### src/rtl/dport_regs_pkg.sv
// dport_regs_pkg: shared definitions for the DisplayPort control/status
// register bank. Holds register word offsets (addr[7:2]), CTRL/IRQ bit
// positions, bus response codes shared with the bridge, the access FSM
// state type and the byte-lane merge helper.
package dport_regs_pkg;

  // Word offsets, compared against addr[7:2]
  localparam logic [5:0] REG_CTRL     = 6'h00;
  localparam logic [5:0] REG_STATUS   = 6'h01;
  localparam logic [5:0] REG_IRQ      = 6'h02;
  localparam logic [5:0] REG_HTIMING  = 6'h03;
  localparam logic [5:0] REG_VTIMING  = 6'h04;
  localparam logic [5:0] REG_FRAMECNT = 6'h05;
  localparam logic [5:0] REG_SCRATCH  = 6'h06;

  // CTRL bit positions
  localparam int unsigned CTRL_EN       = 0;
  localparam int unsigned CTRL_VSYNC_IE = 1;
  localparam int unsigned CTRL_HPD_IE   = 2;

  // IRQ bit positions
  localparam int unsigned IRQ_VSYNC = 0;
  localparam int unsigned IRQ_HPD   = 1;

  // Response codes carried on err
  localparam logic RESP_OKAY   = 1'b0;
  localparam logic RESP_SLVERR = 1'b1;

  typedef enum logic {
    ST_IDLE,
    ST_RESP
  } state_t;

  // Replace only the bytes whose strobe bit is set
  function automatic logic [31:0] apply_wstrb(input logic [31:0] old_val,
                                              input logic [31:0] new_val,
                                              input logic [3:0]  strb);
    logic [31:0] res;
    res = old_val;
    for (int unsigned b = 0; b < 4; b++) begin
      if (strb[b]) res[8*b +: 8] = new_val[8*b +: 8];
    end
    return res;
  endfunction

endpackage

### src/rtl/dport_regs_if.sv
// dport_regs_if: simple request bus between the AXI3 bridge (master) and
// the register bank (slave).
//   addr/wdata/wstrb/wr/req : master -> slave request, req held until ack
//   ack/rdata/err           : slave -> master one-cycle completion
interface dport_regs_if #(
  parameter int unsigned ADDR = 32
);
  logic [ADDR-1:0] addr;
  logic [31:0]     wdata;
  logic [3:0]      wstrb;
  logic            wr;
  logic            req;
  logic            ack;
  logic [31:0]     rdata;
  logic            err;

  modport master (
    output addr, wdata, wstrb, wr, req,
    input  ack, rdata, err
  );

  modport slave (
    input  addr, wdata, wstrb, wr, req,
    output ack, rdata, err
  );
endinterface

### src/rtl/dport_regs_sync2.sv
// sync2: two-flop synchronizer for an asynchronous level input.
//   clk   : destination clock
//   rst_n : asynchronous active-low reset, both flops clear to 0
//   d     : asynchronous input
//   q     : synchronized output (2 cycles latency)
module sync2 (
  input  logic clk,
  input  logic rst_n,
  input  logic d,
  output logic q
);
  logic meta;

  always_ff @(posedge clk or negedge rst_n) begin
    if (!rst_n) begin
      meta <= 1'b0;
      q    <= 1'b0;
    end else begin
      meta <= d;
      q    <= meta;
    end
  end
endmodule

### src/rtl/dport_regs.sv
// dport_regs: DisplayPort output path control/status register bank.
//   clk, resetn          : clock, asynchronous active-low reset
//   bus (slave)          : addr/wdata/wstrb/wr/req in, ack/rdata/err out
//   hpd, link_ok         : asynchronous status pins (synchronized here)
//   vsync                : one-cycle start-of-frame pulse, clk domain
//   enable               : CTRL[0]
//   hactive/htotal       : HTIMING[15:0]/[31:16]
//   vactive/vtotal       : VTIMING[15:0]/[31:16]
//   irq                  : registered interrupt line
module dport_regs
  import dport_regs_pkg::*;
#(
  parameter int unsigned ADDR        = 32,
  parameter logic [15:0] HACTIVE_RST = 16'd640,
  parameter logic [15:0] HTOTAL_RST  = 16'd800,
  parameter logic [15:0] VACTIVE_RST = 16'd480,
  parameter logic [15:0] VTOTAL_RST  = 16'd525
) (
  input  logic           clk,
  input  logic           resetn,
  dport_regs_if.slave    bus,
  input  logic           hpd,
  input  logic           link_ok,
  input  logic           vsync,
  output logic           enable,
  output logic [15:0]    hactive,
  output logic [15:0]    htotal,
  output logic [15:0]    vactive,
  output logic [15:0]    vtotal,
  output logic           irq
);

  state_t      state, state_nxt;
  logic [2:0]  ctrl;
  logic [1:0]  irq_st;
  logic [31:0] htiming;
  logic [31:0] vtiming;
  logic [31:0] framecnt;
  logic [31:0] scratch;

  logic        hpd_s, hpd_d, link_ok_s;
  logic        take, mapped, wr_en;
  logic [5:0]  idx;
  logic [31:0] rd_val;
  logic        vs_evt, hpd_evt;
  logic [1:0]  irq_clr, irq_set;

  // addr[1:0] is deliberately ignored by the decode
  logic        unused_addr_lsb;
  assign unused_addr_lsb = ^bus.addr[1:0];

  sync2 u_sync_hpd  (.clk(clk), .rst_n(resetn), .d(hpd),     .q(hpd_s));
  sync2 u_sync_link (.clk(clk), .rst_n(resetn), .d(link_ok), .q(link_ok_s));

  // Access FSM
  always_ff @(posedge clk or negedge resetn) begin
    if (!resetn) state <= ST_IDLE;
    else         state <= state_nxt;
  end

  always_comb begin
    state_nxt = state;
    take      = 1'b0;
    case (state)
      ST_IDLE: begin
        if (bus.req) begin
          take      = 1'b1;
          state_nxt = ST_RESP;
        end
      end
      ST_RESP: state_nxt = ST_IDLE;
      default: state_nxt = ST_IDLE;
    endcase
  end

  // Decode
  assign idx    = bus.addr[7:2];
  assign mapped = (bus.addr[ADDR-1:8] == '0) && (idx <= REG_SCRATCH);
  assign wr_en  = take && bus.wr && mapped;

  always_comb begin
    rd_val = '0;
    case (idx)
      REG_CTRL:     rd_val = {29'd0, ctrl};
      REG_STATUS:   rd_val = {29'd0, ctrl[CTRL_EN], link_ok_s, hpd_s};
      REG_IRQ:      rd_val = {30'd0, irq_st};
      REG_HTIMING:  rd_val = htiming;
      REG_VTIMING:  rd_val = vtiming;
      REG_FRAMECNT: rd_val = framecnt;
      REG_SCRATCH:  rd_val = scratch;
      default:      rd_val = '0;
    endcase
  end

  // Events; a same-cycle set overrides the w1c clear
  assign vs_evt  = vsync && ctrl[CTRL_EN];
  assign hpd_evt = hpd_s ^ hpd_d;
  assign irq_set = {hpd_evt, vs_evt};
  assign irq_clr = (wr_en && idx == REG_IRQ && bus.wstrb[0]) ? bus.wdata[1:0] : 2'b00;

  always_ff @(posedge clk or negedge resetn) begin
    if (!resetn) begin
      bus.ack   <= 1'b0;
      bus.err   <= RESP_OKAY;
      bus.rdata <= '0;
      ctrl      <= '0;
      irq_st    <= '0;
      htiming   <= {HTOTAL_RST, HACTIVE_RST};
      vtiming   <= {VTOTAL_RST, VACTIVE_RST};
      framecnt  <= '0;
      scratch   <= '0;
      hpd_d     <= 1'b0;
      irq       <= 1'b0;
    end else begin
      bus.ack   <= take;
      bus.err   <= (take && !mapped) ? RESP_SLVERR : RESP_OKAY;
      bus.rdata <= (take && mapped && !bus.wr) ? rd_val : '0;

      if (wr_en) begin
        case (idx)
          REG_CTRL:    if (bus.wstrb[0]) ctrl <= bus.wdata[2:0];
          REG_HTIMING: htiming <= apply_wstrb(htiming, bus.wdata, bus.wstrb);
          REG_VTIMING: vtiming <= apply_wstrb(vtiming, bus.wdata, bus.wstrb);
          REG_SCRATCH: scratch <= apply_wstrb(scratch, bus.wdata, bus.wstrb);
          default: ;
        endcase
      end

      irq_st   <= (irq_st & ~irq_clr) | irq_set;
      framecnt <= framecnt + {31'd0, vs_evt};
      hpd_d    <= hpd_s;
      irq      <= |(irq_st & ctrl[CTRL_HPD_IE:CTRL_VSYNC_IE]);
    end
  end

  assign enable  = ctrl[CTRL_EN];
  assign hactive = htiming[15:0];
  assign htotal  = htiming[31:16];
  assign vactive = vtiming[15:0];
  assign vtotal  = vtiming[31:16];

endmodule

### src/flat_wrapper.sv
// flat-port wrapper written by rule: the top's interface ports become plain ports
module dport_regs_flat import dport_regs_pkg::*;
#(
  parameter int unsigned ADDR        = 32,
  parameter logic [15:0] HACTIVE_RST = 16'd640,
  parameter logic [15:0] HTOTAL_RST  = 16'd800,
  parameter logic [15:0] VACTIVE_RST = 16'd480,
  parameter logic [15:0] VTOTAL_RST  = 16'd525
)
  (clk, resetn, hpd, link_ok, vsync, enable, hactive, htotal, vactive, vtotal, irq, bus_addr, bus_wdata, bus_wstrb, bus_wr, bus_req, bus_ack, bus_rdata, bus_err);
  dport_regs_if #(.ADDR(ADDR)) bus_i ();
  input  logic clk;
  input  logic resetn;
  input  logic hpd;
  input  logic link_ok;
  input  logic vsync;
  output logic enable;
  output logic [15:0] hactive;
  output logic [15:0] htotal;
  output logic [15:0] vactive;
  output logic [15:0] vtotal;
  output logic irq;
  input wire logic [$bits(bus_i.addr)-1:0] bus_addr;
  input wire logic [$bits(bus_i.wdata)-1:0] bus_wdata;
  input wire logic [$bits(bus_i.wstrb)-1:0] bus_wstrb;
  input wire logic [$bits(bus_i.wr)-1:0] bus_wr;
  input wire logic [$bits(bus_i.req)-1:0] bus_req;
  output wire logic [$bits(bus_i.ack)-1:0] bus_ack;
  output wire logic [$bits(bus_i.rdata)-1:0] bus_rdata;
  output wire logic [$bits(bus_i.err)-1:0] bus_err;
  assign bus_i.addr = bus_addr;
  assign bus_i.wdata = bus_wdata;
  assign bus_i.wstrb = bus_wstrb;
  assign bus_i.wr = bus_wr;
  assign bus_i.req = bus_req;
  assign bus_ack = bus_i.ack;
  assign bus_rdata = bus_i.rdata;
  assign bus_err = bus_i.err;
  dport_regs #(.ADDR(ADDR), .HACTIVE_RST(HACTIVE_RST), .HTOTAL_RST(HTOTAL_RST), .VACTIVE_RST(VACTIVE_RST), .VTOTAL_RST(VTOTAL_RST)) u_core (.clk(clk), .resetn(resetn), .bus(bus_i), .hpd(hpd), .link_ok(link_ok), .vsync(vsync), .enable(enable), .hactive(hactive), .htotal(htotal), .vactive(vactive), .vtotal(vtotal), .irq(irq));
endmodule
### config.mk
export PLATFORM = sky130hd
export DESIGN_NAME = dport_regs_flat
export DESIGN_NICKNAME = d
export VERILOG_FILES = /design/src/rtl/dport_regs_pkg.sv /design/src/rtl/dport_regs_if.sv /design/src/rtl/dport_regs_sync2.sv /design/src/rtl/dport_regs.sv /design/src/flat_wrapper.sv
export SDC_FILE = /design/constraint.sdc
export NUM_CORES = 1
export LEC_CHECK = 0
export BUFFER_PORTS_ARGS = -buffer_cell sky130_fd_sc_hd__clkbuf_2
export CORE_ASPECT_RATIO = 0.9
export CORE_MARGIN = 4
export CORE_UTILIZATION = 31
export CTS_CLUSTER_DIAMETER = 60
export DETAILED_ROUTE_END_ITERATION = 8
export GPL_TIMING_DRIVEN = 0
export PLACE_DENSITY = 0.57
export REMOVE_ABC_BUFFERS = 1
export SYNTH_ARGS = -nofsm -noshare
export SYNTH_HDL_FRONTEND = slang
export SYNTH_SLANG_ARGS = --single-unit
### constraint.sdc
create_clock -name clk -period 5.5 [get_ports clk]
set_input_delay 0.55 -clock clk [delete_from_list [all_inputs] [get_ports clk]]
set_output_delay 0.55 -clock clk [all_outputs]
set_load 0.03 [all_outputs]
==> results.cfg <==
[clock_network]
clk_pin_slew_ns = 0.07
cts_resized = 0
clkLatencyLatePin_ns = 0.42
cts_buffer_depth = 2
clock_sinks = 173
cts_root_buffer = clkbuf_16
postCtsSetupRepairBufs = 0
cts_tree = yes
htree_levels = 4
ctsHoldBuffers = 0
numCtsBuffers = 17

[final_layout]
nNetsFinal = 812
drive_above_1_share = 0.455
final_util = 0.396
syn_to_final_growth_pct = 23.9
diodes = 0
nFillCells = 2324
mostFrequentLayoutCells = clkbuf_2 (171), dfrtp_1 (160), mux2_2 (100), a22oi_1 (46), nor2_1 (26)
final_common_cell = clkbuf_2

[routing]
ant_nets = 0
wirelength_um = 20500
first_iter_violations = 195
drtPass1Iterations = 4
drcViolationCount = 0
viasPerCell = 5.01
wl_per_cell_um = 19.6
vias = 5262

[timing]
slew_violations = 0
skew_ns = 0.00948
timing.setup.tns_ns = 0
max_slew_margin = 0.140
finalCritPeriodShare = 0.649
min_period_ns = 3.57
finalHoldViolCount = 0
rsz0062_at_grt = false
setup_violations = 0
worstMarginPinSlew_ns = 1.28
fmax_mhz = 280

[critical_path]
crit_buf_inv = 1
cp.required_ns = 5.80
crit_arrival_ns = 3.87
crit_path_start_kind = primary input
critPathTopFamily = simple AND/OR/NAND/NOR gates
crit_path_top_delay_cell = nor4_2
setup.worst_path.class = primary input to flop
crit_fanout = 26
end_kind = flop
slowest_delay_ns = 1.30
cp_cell_sequence = clkbuf_2 -> nand3_1 -> nand4_2 -> nor4_2 -> mux2_2

[global_routing]
grt_usage = 0.154
overflow = 0
grt_max_degree = 90
grt_pass1_vias = 5556
antenna_found_initial = 0
grt_first_pass_wirelength_um = 32200

[placed_design]
place.gp.congestion = 0.753
port_buffers = 172
hpwl_um = 13900

[power]
power.switching_uw = 569
intPower_mw = 2.03
clkPwrFrac = 0.469
p_seq_frac = 0.492
leakagePower_nw = 4.65
p_sw_frac = 0.219
p_comb_frac = 0.039
power_density_nw_per_um2 = 277
peakVddDrop_mv = 0.179

[floorplanning]
dieArea_um2 = 26900
die_h_um = 156
ioPinCount = 175
die_width_um = 173
row_count = 53
initial_core_util = 0.319
coreArea_um2 = 23700

[logic_synthesis]
synth-seq-cells = 173
synth_cells = 568
avgSynthCellArea_um2 = 13.3
yosys.cell_types.count = 39
seq_area_frac_synth = 0.575
yosys_warnings = 0
netlist_area_um2 = 7560

[hold_path]
min_path_type = primary input to asynchronous set/reset pin

[job]
cap_violations = 0

[run_status]
status = finished, final reports clean
## cell usage after synthesis
cell / count / area [um^2]
a21o_1: 1 / 7.51
a21oi_1: 16 / 80.1
a22o_1: 2 / 17.5
a22oi_1: 46 / 345
and2_0: 1 / 6.26
and2_1: 4 / 25.0
and3_1: 4 / 25.0
and3b_1: 1 / 8.76
and4_1: 2 / 17.5
buf_1: 1 / 3.75
buf_2: 1 / 5.00
buf_4: 1 / 7.51
buf_6: 1 / 11.3
clkbuf_1: 24 / 90.1
dfrtp_1: 160 / 4000
dfstp_2: 13 / 342
ha_1: 2 / 25.0
inv_1: 8 / 30.0
mux2_2: 100 / 1130
mux2i_1: 17 / 170
mux4_2: 2 / 45.0
nand2_1: 19 / 71.3
nand2b_1: 1 / 6.26
nand3_1: 14 / 70.1
nand4_1: 4 / 25.0
nand4_2: 2 / 25.0
nor2_1: 26 / 97.6
nor2b_1: 2 / 12.5
nor3_1: 9 / 45.0
nor4_1: 17 / 106
nor4_2: 4 / 50.1
nor4_4: 9 / 191
nor4b_2: 1 / 15.0
o21ai_0: 2 / 10.0
o2bb2ai_1: 16 / 140
or3_1: 1 / 6.26
or4_1: 3 / 22.5
xnor2_1: 10 / 87.6
xor2_1: 21 / 184
## cell families after synthesis
| family | Yosys count | synth area share |
|---|---|---|
| simple gates | 124 | 0.109 |
| fa+ha+maj | 2 | 0.00331 |
| xor+xnor | 31 | 0.0359 |
| flops | 173 | 0.575 |
| compound gates | 83 | 0.0795 |
| buf+inv | 36 | 0.0195 |
| mux | 119 | 0.177 |
## power by group through the flow
stage	Combinational, mW	Sequential [mW]	Clock [mW]
after floorplan	0.0178	1.30	0
after global placement	0.0972	1.30	0
after detailed placement	0.104	1.30	0
after CTS	0.104	1.28	1.26
after global routing	0.113	1.28	1.30
final	0.101	1.28	1.22
## metal layers
layer	GRT usage	vias up	wire [um]
met3	0.0376	23	1000
li1	-	2432	-
met1	0.201	2677	9340
met2	0.257	130	9810
met4	0.0468	0	378
met5	0	-	0
## metrics by stage
stage	worst slack (ns)	total power [mW]	std cells	hold slack (ns)	area, um^2
floorplan	2.36	1.32	540	0.254	7440
global placement	-0.0674	1.40	1014	0.338	8680
detailed placement	1.37	1.40	1018	0.344	8770
CTS	1.82	2.64	1050	0.190	9360
global route	1.72	2.69	1050	0.197	9360
finish	1.93	2.60	1050	0.155	9360
## cell type report
class	count	area, um^2	area share
Multi-Input combinational cell	359	3080	0.329
Inverter	8	30.0	0.00321
Clock inverter	9	109	0.0116
Clock buffer	23	488	0.0521
Sequential cell	173	4350	0.464
Tap cell	302	378	0.0404
Timing Repair Buffer	176	935	0.0998
## sequential cells by signal, indices dropped and copies added, names as in the netlist, 2 cells and up
register          flops
u_core.bus.rdata     32
u_core.framecnt      32
u_core.scratch       32
u_core.htiming       32
u_core.vtiming       32
u_core.ctrl           3
u_core.irq_st         2
## final timing paths
| kind | start | endpoint | slack [ns] | cells after the start |
|---|---|---|---|---|
| worst max-delay path | bus_addr[3] | u_core.htiming[30] | 1.93 | 5 |
| worst min-delay path | resetn | u_core.bus.rdata[9] | 0.16 | 1 |
| worst max register to register | u_core.ctrl[0] | u_core.framecnt[21] | 2.93 | 6 |
| worst min register to register | u_core.u_sync_link.meta | u_core.u_sync_link.q | 0.36 | 0 |
| max in group asynchronous | resetn | u_core.htiming[24] | 4.43 | 2 |
| min in group clk | link_ok | u_core.u_sync_link.meta | 0.23 | 1 |
(Power assumes the default switching activity.)
